===== src/rtl/depth_test_writer_pkg.sv =====
// Shared types for the depth-test / framebuffer write path.
//   q16_16_t      signed 16.16 fixed-point depth (smaller = nearer)
//   color12_t     4:4:4 pixel colour
//   fb_addr_t     linear pixel address for the default 320x240 screen
//   pixel_stage_t one pipeline slot: address, depth, colour, compare flag, clip flag
//   last_write_t  the z-buffer write committed in the previous cycle (forwarding)
package depth_test_writer_pkg;

  localparam int SCREEN_WIDTH  = 320;
  localparam int SCREEN_HEIGHT = 240;
  localparam int FB_ADDR_W     = $clog2(SCREEN_WIDTH * SCREEN_HEIGHT);

  localparam int                STAT_W   = 32;
  localparam logic [STAT_W-1:0] STAT_MAX = '1;

  typedef logic signed [31:0]    q16_16_t;
  typedef logic [11:0]           color12_t;
  typedef logic [FB_ADDR_W-1:0]  fb_addr_t;

  typedef struct packed {
    fb_addr_t addr;
    q16_16_t  depth;
    color12_t color;
    logic     compare;
    logic     clip;
  } pixel_stage_t;

  typedef struct packed {
    logic     valid;
    fb_addr_t addr;
    q16_16_t  depth;
  } last_write_t;

  // Row-major linear address, truncated to the framebuffer address width.
  function automatic fb_addr_t pixel_addr(input logic [15:0] x,
                                          input logic [15:0] y,
                                          input logic [31:0] width);
    return fb_addr_t'({16'd0, y} * width + {16'd0, x});
  endfunction

endpackage


===== src/rtl/pixel_stats_counters.sv =====
// Saturating pixel-outcome counters for the depth-test writer.
// Ports:
//   clk, rst       clock and synchronous active-high reset
//   stat_clear     zeroes all counters; wins over a same-cycle increment
//   inc_written    one framebuffer handshake this cycle
//   inc_rejected   one compare-failed pixel left stage B this cycle
//   inc_clipped    one clipped pixel left stage B this cycle
//   stat_written, stat_rejected, stat_clipped   counter values
module pixel_stats_counters
  import depth_test_writer_pkg::*;
(
  input  logic              clk,
  input  logic              rst,
  input  logic              stat_clear,
  input  logic              inc_written,
  input  logic              inc_rejected,
  input  logic              inc_clipped,
  output logic [STAT_W-1:0] stat_written,
  output logic [STAT_W-1:0] stat_rejected,
  output logic [STAT_W-1:0] stat_clipped
);

  function automatic logic [STAT_W-1:0] sat_inc(input logic [STAT_W-1:0] value,
                                                 input logic              inc);
    return (inc && value != STAT_MAX) ? value + 1'b1 : value;
  endfunction

  // Counters stick at all-ones instead of wrapping so a long run never
  // reports a misleadingly small number.
  always_ff @(posedge clk) begin
    if (rst || stat_clear) begin
      stat_written  <= '0;
      stat_rejected <= '0;
      stat_clipped  <= '0;
    end else begin
      stat_written  <= sat_inc(stat_written,  inc_written);
      stat_rejected <= sat_inc(stat_rejected, inc_rejected);
      stat_clipped  <= sat_inc(stat_clipped,  inc_clipped);
    end
  end

endmodule


===== src/rtl/depth_test_writer.sv =====
// Depth-test writer: two-stage read-modify-write of the z-buffer for the
// render manager's pixel stream, committing surviving pixels to the z-buffer
// and the framebuffer write port.
//   Stage A: computes/holds address and clip flag, issues the z-buffer read.
//   Stage B: compares against the read (or forwarded) depth and writes.
// Ports:
//   clk, rst                        clock, synchronous active-high reset
//   in_pixel_x/y, in_depth,
//   in_color, in_compare_depth,
//   in_valid / in_ready             incoming pixel handshake
//   zb_rd_en/addr, zb_rd_data       z-buffer read port (1-cycle latency)
//   zb_wr_en/addr/data              z-buffer write port
//   fb_wr_valid/ready/addr/color    framebuffer write handshake
//   busy                            a pixel is in flight
// Optional build macro PIXEL_STATS_EN adds stat_clear input and the
// stat_written / stat_rejected / stat_clipped counter outputs.
module depth_test_writer
  import depth_test_writer_pkg::*;
#(
  parameter  int WIDTH  = 320,
  parameter  int HEIGHT = 240,
  localparam int ADDR_W = $clog2(WIDTH * HEIGHT)
) (
  input  logic              clk,
  input  logic              rst,
  input  logic [15:0]       in_pixel_x,
  input  logic [15:0]       in_pixel_y,
  input  logic [31:0]       in_depth,
  input  logic [11:0]       in_color,
  input  logic              in_compare_depth,
  input  logic              in_valid,
  output logic              in_ready,
  output logic              zb_rd_en,
  output logic [ADDR_W-1:0] zb_rd_addr,
  input  logic [31:0]       zb_rd_data,
  output logic              zb_wr_en,
  output logic [ADDR_W-1:0] zb_wr_addr,
  output logic [31:0]       zb_wr_data,
  output logic              fb_wr_valid,
  input  logic              fb_wr_ready,
  output logic [ADDR_W-1:0] fb_wr_addr,
  output logic [11:0]       fb_wr_color,
  output logic              busy
`ifdef PIXEL_STATS_EN
  ,
  input  logic              stat_clear,
  output logic [31:0]       stat_written,
  output logic [31:0]       stat_rejected,
  output logic [31:0]       stat_clipped
`endif
);

  pixel_stage_t a_stage, b_stage;
  logic         a_valid, b_valid;
  logic         b_hold;
  last_write_t  last_wr;

  logic         in_clip;
  logic         accept;
  q16_16_t      stored;
  logic         depth_ok;
  logic         pass;
  logic         stall;
  logic         commit;

  // Clip, handshake and the depth decision for the pixel sitting in B.
  // b_hold keeps a stalled pixel's pass decision: while stalled, the read
  // port serves A's address, so zb_rd_data no longer belongs to B.
  always_comb begin
    in_clip  = ({16'd0, in_pixel_x} >= 32'(WIDTH)) |
               ({16'd0, in_pixel_y} >= 32'(HEIGHT));
    stored   = (last_wr.valid && last_wr.addr == b_stage.addr) ?
               last_wr.depth : $signed(zb_rd_data);
    depth_ok = !b_stage.compare || ($signed(b_stage.depth) < $signed(stored));
    pass     = !rst && b_valid && !b_stage.clip && (b_hold || depth_ok);
    stall    = pass && !fb_wr_ready;
    commit   = pass && fb_wr_ready;
    in_ready = !rst && (!a_valid || !stall);
    accept   = in_valid && in_ready;
  end

  // Pipeline registers. A advances into B whenever B is not stalled; A is
  // refilled on accept, otherwise emptied once its pixel has moved on.
  // last_wr remembers only the previous cycle's commit because the memory
  // is read-before-write: older writes are already visible in zb_rd_data.
  always_ff @(posedge clk) begin
    if (rst) begin
      a_valid <= 1'b0;
      b_valid <= 1'b0;
      b_hold  <= 1'b0;
      a_stage <= '0;
      b_stage <= '0;
      last_wr <= '0;
    end else begin
      last_wr <= '{valid: commit, addr: b_stage.addr, depth: b_stage.depth};
      b_hold  <= stall;
      if (!stall) begin
        b_valid <= a_valid;
        b_stage <= a_stage;
      end
      if (accept) begin
        a_valid <= 1'b1;
        a_stage <= '{addr:    pixel_addr(in_pixel_x, in_pixel_y, 32'(WIDTH)),
                     depth:   $signed(in_depth),
                     color:   in_color,
                     compare: in_compare_depth,
                     clip:    in_clip};
      end else if (!stall) begin
        a_valid <= 1'b0;
      end
    end
  end

  // Memory-facing outputs, forced to zero while reset is asserted.
  always_comb begin
    zb_rd_en    = !rst && a_valid && !a_stage.clip;
    zb_rd_addr  = rst ? '0 : ADDR_W'(a_stage.addr);
    zb_wr_en    = commit;
    zb_wr_addr  = rst ? '0 : ADDR_W'(b_stage.addr);
    zb_wr_data  = rst ? '0 : b_stage.depth;
    fb_wr_valid = pass;
    fb_wr_addr  = rst ? '0 : ADDR_W'(b_stage.addr);
    fb_wr_color = rst ? '0 : b_stage.color;
    busy        = !rst && (a_valid || b_valid);
  end

`ifdef PIXEL_STATS_EN
  logic        reject_event;
  logic        clip_event;
  logic [31:0] cnt_written, cnt_rejected, cnt_clipped;

  // A held pixel has already passed, so it can never count as a reject.
  always_comb begin
    reject_event  = !rst && b_valid && !b_stage.clip && !b_hold && !depth_ok;
    clip_event    = !rst && b_valid && b_stage.clip;
    stat_written  = rst ? '0 : cnt_written;
    stat_rejected = rst ? '0 : cnt_rejected;
    stat_clipped  = rst ? '0 : cnt_clipped;
  end

  pixel_stats_counters u_stats (
    .clk           (clk),
    .rst           (rst),
    .stat_clear    (stat_clear),
    .inc_written   (commit),
    .inc_rejected  (reject_event),
    .inc_clipped   (clip_event),
    .stat_written  (cnt_written),
    .stat_rejected (cnt_rejected),
    .stat_clipped  (cnt_clipped)
  );
`endif

endmodule


===== config.mk =====
export PLATFORM = sky130hd
export DESIGN_NAME = depth_test_writer
export DESIGN_NICKNAME = d
export VERILOG_FILES = /design/src/rtl/depth_test_writer_pkg.sv /design/src/rtl/pixel_stats_counters.sv /design/src/rtl/depth_test_writer.sv
export SDC_FILE = /design/constraint.sdc
export NUM_CORES = 1
export LEC_CHECK = 0
export ABC_AREA = 1
export BUFFER_PORTS_ARGS = -buffer_cell sky130_fd_sc_hd__buf_2
export CORE_UTILIZATION = 40
export CTS_CLUSTER_SIZE = 25
export DETAILED_ROUTE_END_ITERATION = 10
export GPL_TIMING_DRIVEN = 0
export SKIP_CTS_REPAIR_TIMING = 1
export SLEW_MARGIN = 20
export SYNTH_ARGS = -nofsm -noshare
export SYNTH_HDL_FRONTEND = slang
export SYNTH_SLANG_ARGS = --single-unit
export TNS_END_PERCENT = 1

===== constraint.sdc =====
create_clock -name clk -period 6.5 [get_ports clk]
set_input_delay 0.325 -clock clk [delete_from_list [all_inputs] [get_ports clk]]
set_output_delay 0.325 -clock clk [all_outputs]
set_load 0.01 [all_outputs]

==> impl_metrics.tcl <==
set metrics [dict create \
    min_period_over_period_pct 69.9 \
    yosysWarnings 0 \
    critPathRequiredTime_ns 6.17 \
    fin_nets 1633 \
    vias 7615 \
    hpwl_um 16700 \
    cts_buffers 17 \
    placed_cell_area_sq_um 10200 \
    fp.dieH_um 151 \
    die_w_um 151 \
    start_util_pct 41.3 \
    final_layout_size_suffix_gt1_share_pct 23.4 \
    synth.distinct_cells 37 \
    io_pins 213 \
    antenna_left 0 \
    drcViolationCount 0 \
    grt_usage_pct 19.6 \
    clkTransAtPathRegs_ns 0.07 \
    clk_path_buf_depth 2 \
    grt_pass1_vias 7013 \
    arrival_ns 4.22 \
    status "completed" \
    fin_setup_tns_ns 0 \
    synth_fp_nets 1402 \
    setup_viol 0 \
    finalHoldViolations 0 \
    io_buffer_count 212 \
    slew_violations 0 \
    htree_levels 4 \
    rsz0062_at_grt "no" \
    wl_per_cell_um 12.3 \
    timing.hold.ws_ns 0.132 \
    yosysSeqAreaShare_pct 40.6 \
    tightest_slew_ns 0.798 \
    dieArea_sq_um 22700 \
    maxCapViolCount 0 \
    numClockSinks 179 \
    layout.area.seq_sq_um 3580 \
    n_antenna_cell 0 \
    grt_pass1_wl_um 34500 \
    fin_area_sq_um 10900 \
    drtIter0Drc 295 \
    firstDrtPassIters 5 \
    maxSlewHeadroom_pct 46.8 \
    finalClockSkew_ns 0.0130 \
    worstPathMaxFanout 10 \
    leakage_uw 0.00597 \
    grt_overflow 0 \
    multiInputGateArea_sq_um 3790 \
    syn_area_sq_um 8830 \
    crit_type "reg2out" \
    synth_seq_cells 179 \
    routed_wl_um 21500 \
    start_kind "flip-flop" \
    viasPerCell 4.35 \
    area_growth_pct 23.0 \
    synth_cells 1231 \
    clk_latency_ns 0.42 \
    rows 53 \
    clockRootBuffer "clkbuf_16" \
    peakVddDrop_mv 0.119 \
    grt_max_degree 17 \
    ff2ff_path_depth 27 \
    syn_area_per_cell_sq_um 7.17 \
    hold_depth 3 \
    gp_congestion 0.804 \
    fill_cells 2171 \
    antenna_found_initial 0 \
    worstSetupEndpointType "output port" \
    hold_class "in2reg" \
    clock.fmax_mhz 220 \
    cts_tree "yes" \
    coreArea_sq_um 21400 \
    fin_util_pct 50.9 \
    timing.final.crit_period_ns 4.54 \
    powerDensity_nw_per_um2 259 \
]
## routing by layer
metal / GRT usage (%) / share of wire, % / up-vias
li1: - / - / 4157
met1: 24.8 / 48 / 3285
met2: 33.3 / 46 / 150
met3: 3.39 / 4.4 / 23
met4: 7.07 / 1.6 / 0
met5: 0 / 0 / -
## metrics by stage
stage	setup slack [ns]	cells	total power [uW]
finish	1.96	1750	2810
floorplan	3.13	1231	1580
CTS	1.85	1750	2840
global route	1.63	1750	2960
detailed placement	2.00	1718	1740
global placement	2.01	1718	1730
## power breakdown
part / internal, uW / switching [uW]
combinational: 205 / 288
clock: 651 / 452
sequential: 1180 / 29.6
total: 2040 / 770
## placed cells by master (no fill, tap or decap), drive strengths merged, types with 2 or more instances in the layout
master | synthesis | layout
o21a | 2 | 2
nand3 | 16 | 16
nand2 | 204 | 204
bufinv | 0 | 4
o21ai | 132 | 132
ha | 56 | 56
clkinv | 1 | 3
xor2 | 6 | 6
dfxtp | 179 | 179
nand4 | 8 | 8
xnor2 | 14 | 14
clkbuf | 22 | 40
mux2i | 31 | 31
nor4 | 3 | 3
inv | 280 | 285
clkinvlp | 0 | 3
fa | 2 | 2
nor3 | 3 | 3
nor2 | 195 | 195
a21o | 2 | 2
buf | 43 | 255
a21oi | 24 | 24
## area by class of cell
cell class                 instances  share of cell area, %
buffer                            65                   3.65
tap                              275                   3.17
sequential                       179                   33.0
inverter                         281                   9.71
multi-input combinational        706                   34.9
clock inverter                    14                   1.83
clock buffer                      18                   3.95
timing repair buffer             212                   9.77
## worst paths after layout
check	end	startpoint	slack (ns)
setup / recovery	in_ready	b_stage[49]	1.96
hold / removal	a_stage[1]	in_compare_depth	0.13
setup reg to reg	b_stage[14]	b_stage[49]	2.06
hold reg to reg	last_wr[47]	b_stage[61]	0.46
## registers in the layout, summed over array words and instances, names as in the netlist
signal / count
a_stage: 63
a_valid: 1
b_hold: 1
b_stage: 63
b_valid: 1
last_wr: 50
## worst max-delay path, cell delays in order (launching register included)
cell     delay (ns)
dfxtp_1        0.34
inv_2          0.06
nand2_1        0.05
nand2_1        0.05
nor2_1         0.10
nand2_1        0.05
nor2_1         0.21
nand3_2        0.25
buf_1          0.41
mux2i_1        0.21
ha_1           0.36
nand2_1        0.06
inv_1          0.09
nand3_1        0.10
nor3_1         0.30
nand2_1        0.09
nor4b_1        0.25
nand2_1        0.14
nand2_1        0.07
nand2_1        0.06
nand3_2        0.08
nand4_2        0.14
nand2_1        0.10
inv_1          0.07
buf_2          0.14
## cell usage after synthesis, drive strengths merged
cell type	number	area share (%)
nor4b	1	0.099
o21a	2	0.17
a211oi	1	0.085
xnor2	14	1.4
dfxtp	179	41
fa	2	0.45
a2111oi	1	0.099
o21bai	1	0.085
or2	1	0.071
nor4	3	0.21
clkinv	1	0.042
nand3	16	1.1
mux2i	31	3.5
nand2	204	8.7
nor3b	1	0.085
nor3	3	0.17
inv	280	12
o221ai	1	0.099
o21ai	132	7.5
a21o	2	0.17
a31oi	1	0.071
xor2	6	0.60
nand4	8	0.64
a21oi	24	1.4
clkbuf	22	0.94
nor2	195	8.4
ha	56	7.9
buf	43	3.6
## kinds of logic after synthesis
family                     synth area share [%]
and+or+nand+nor                            19.4
buffers and inverters                      16.4
DFF                                        40.6
AOI/OAI and AO/OA                          9.63
adders and majority gates                  8.39
muxes                                      3.52
xor gates and xnor gates                   1.98
Note: power is estimated with default switching activity, not from simulation.
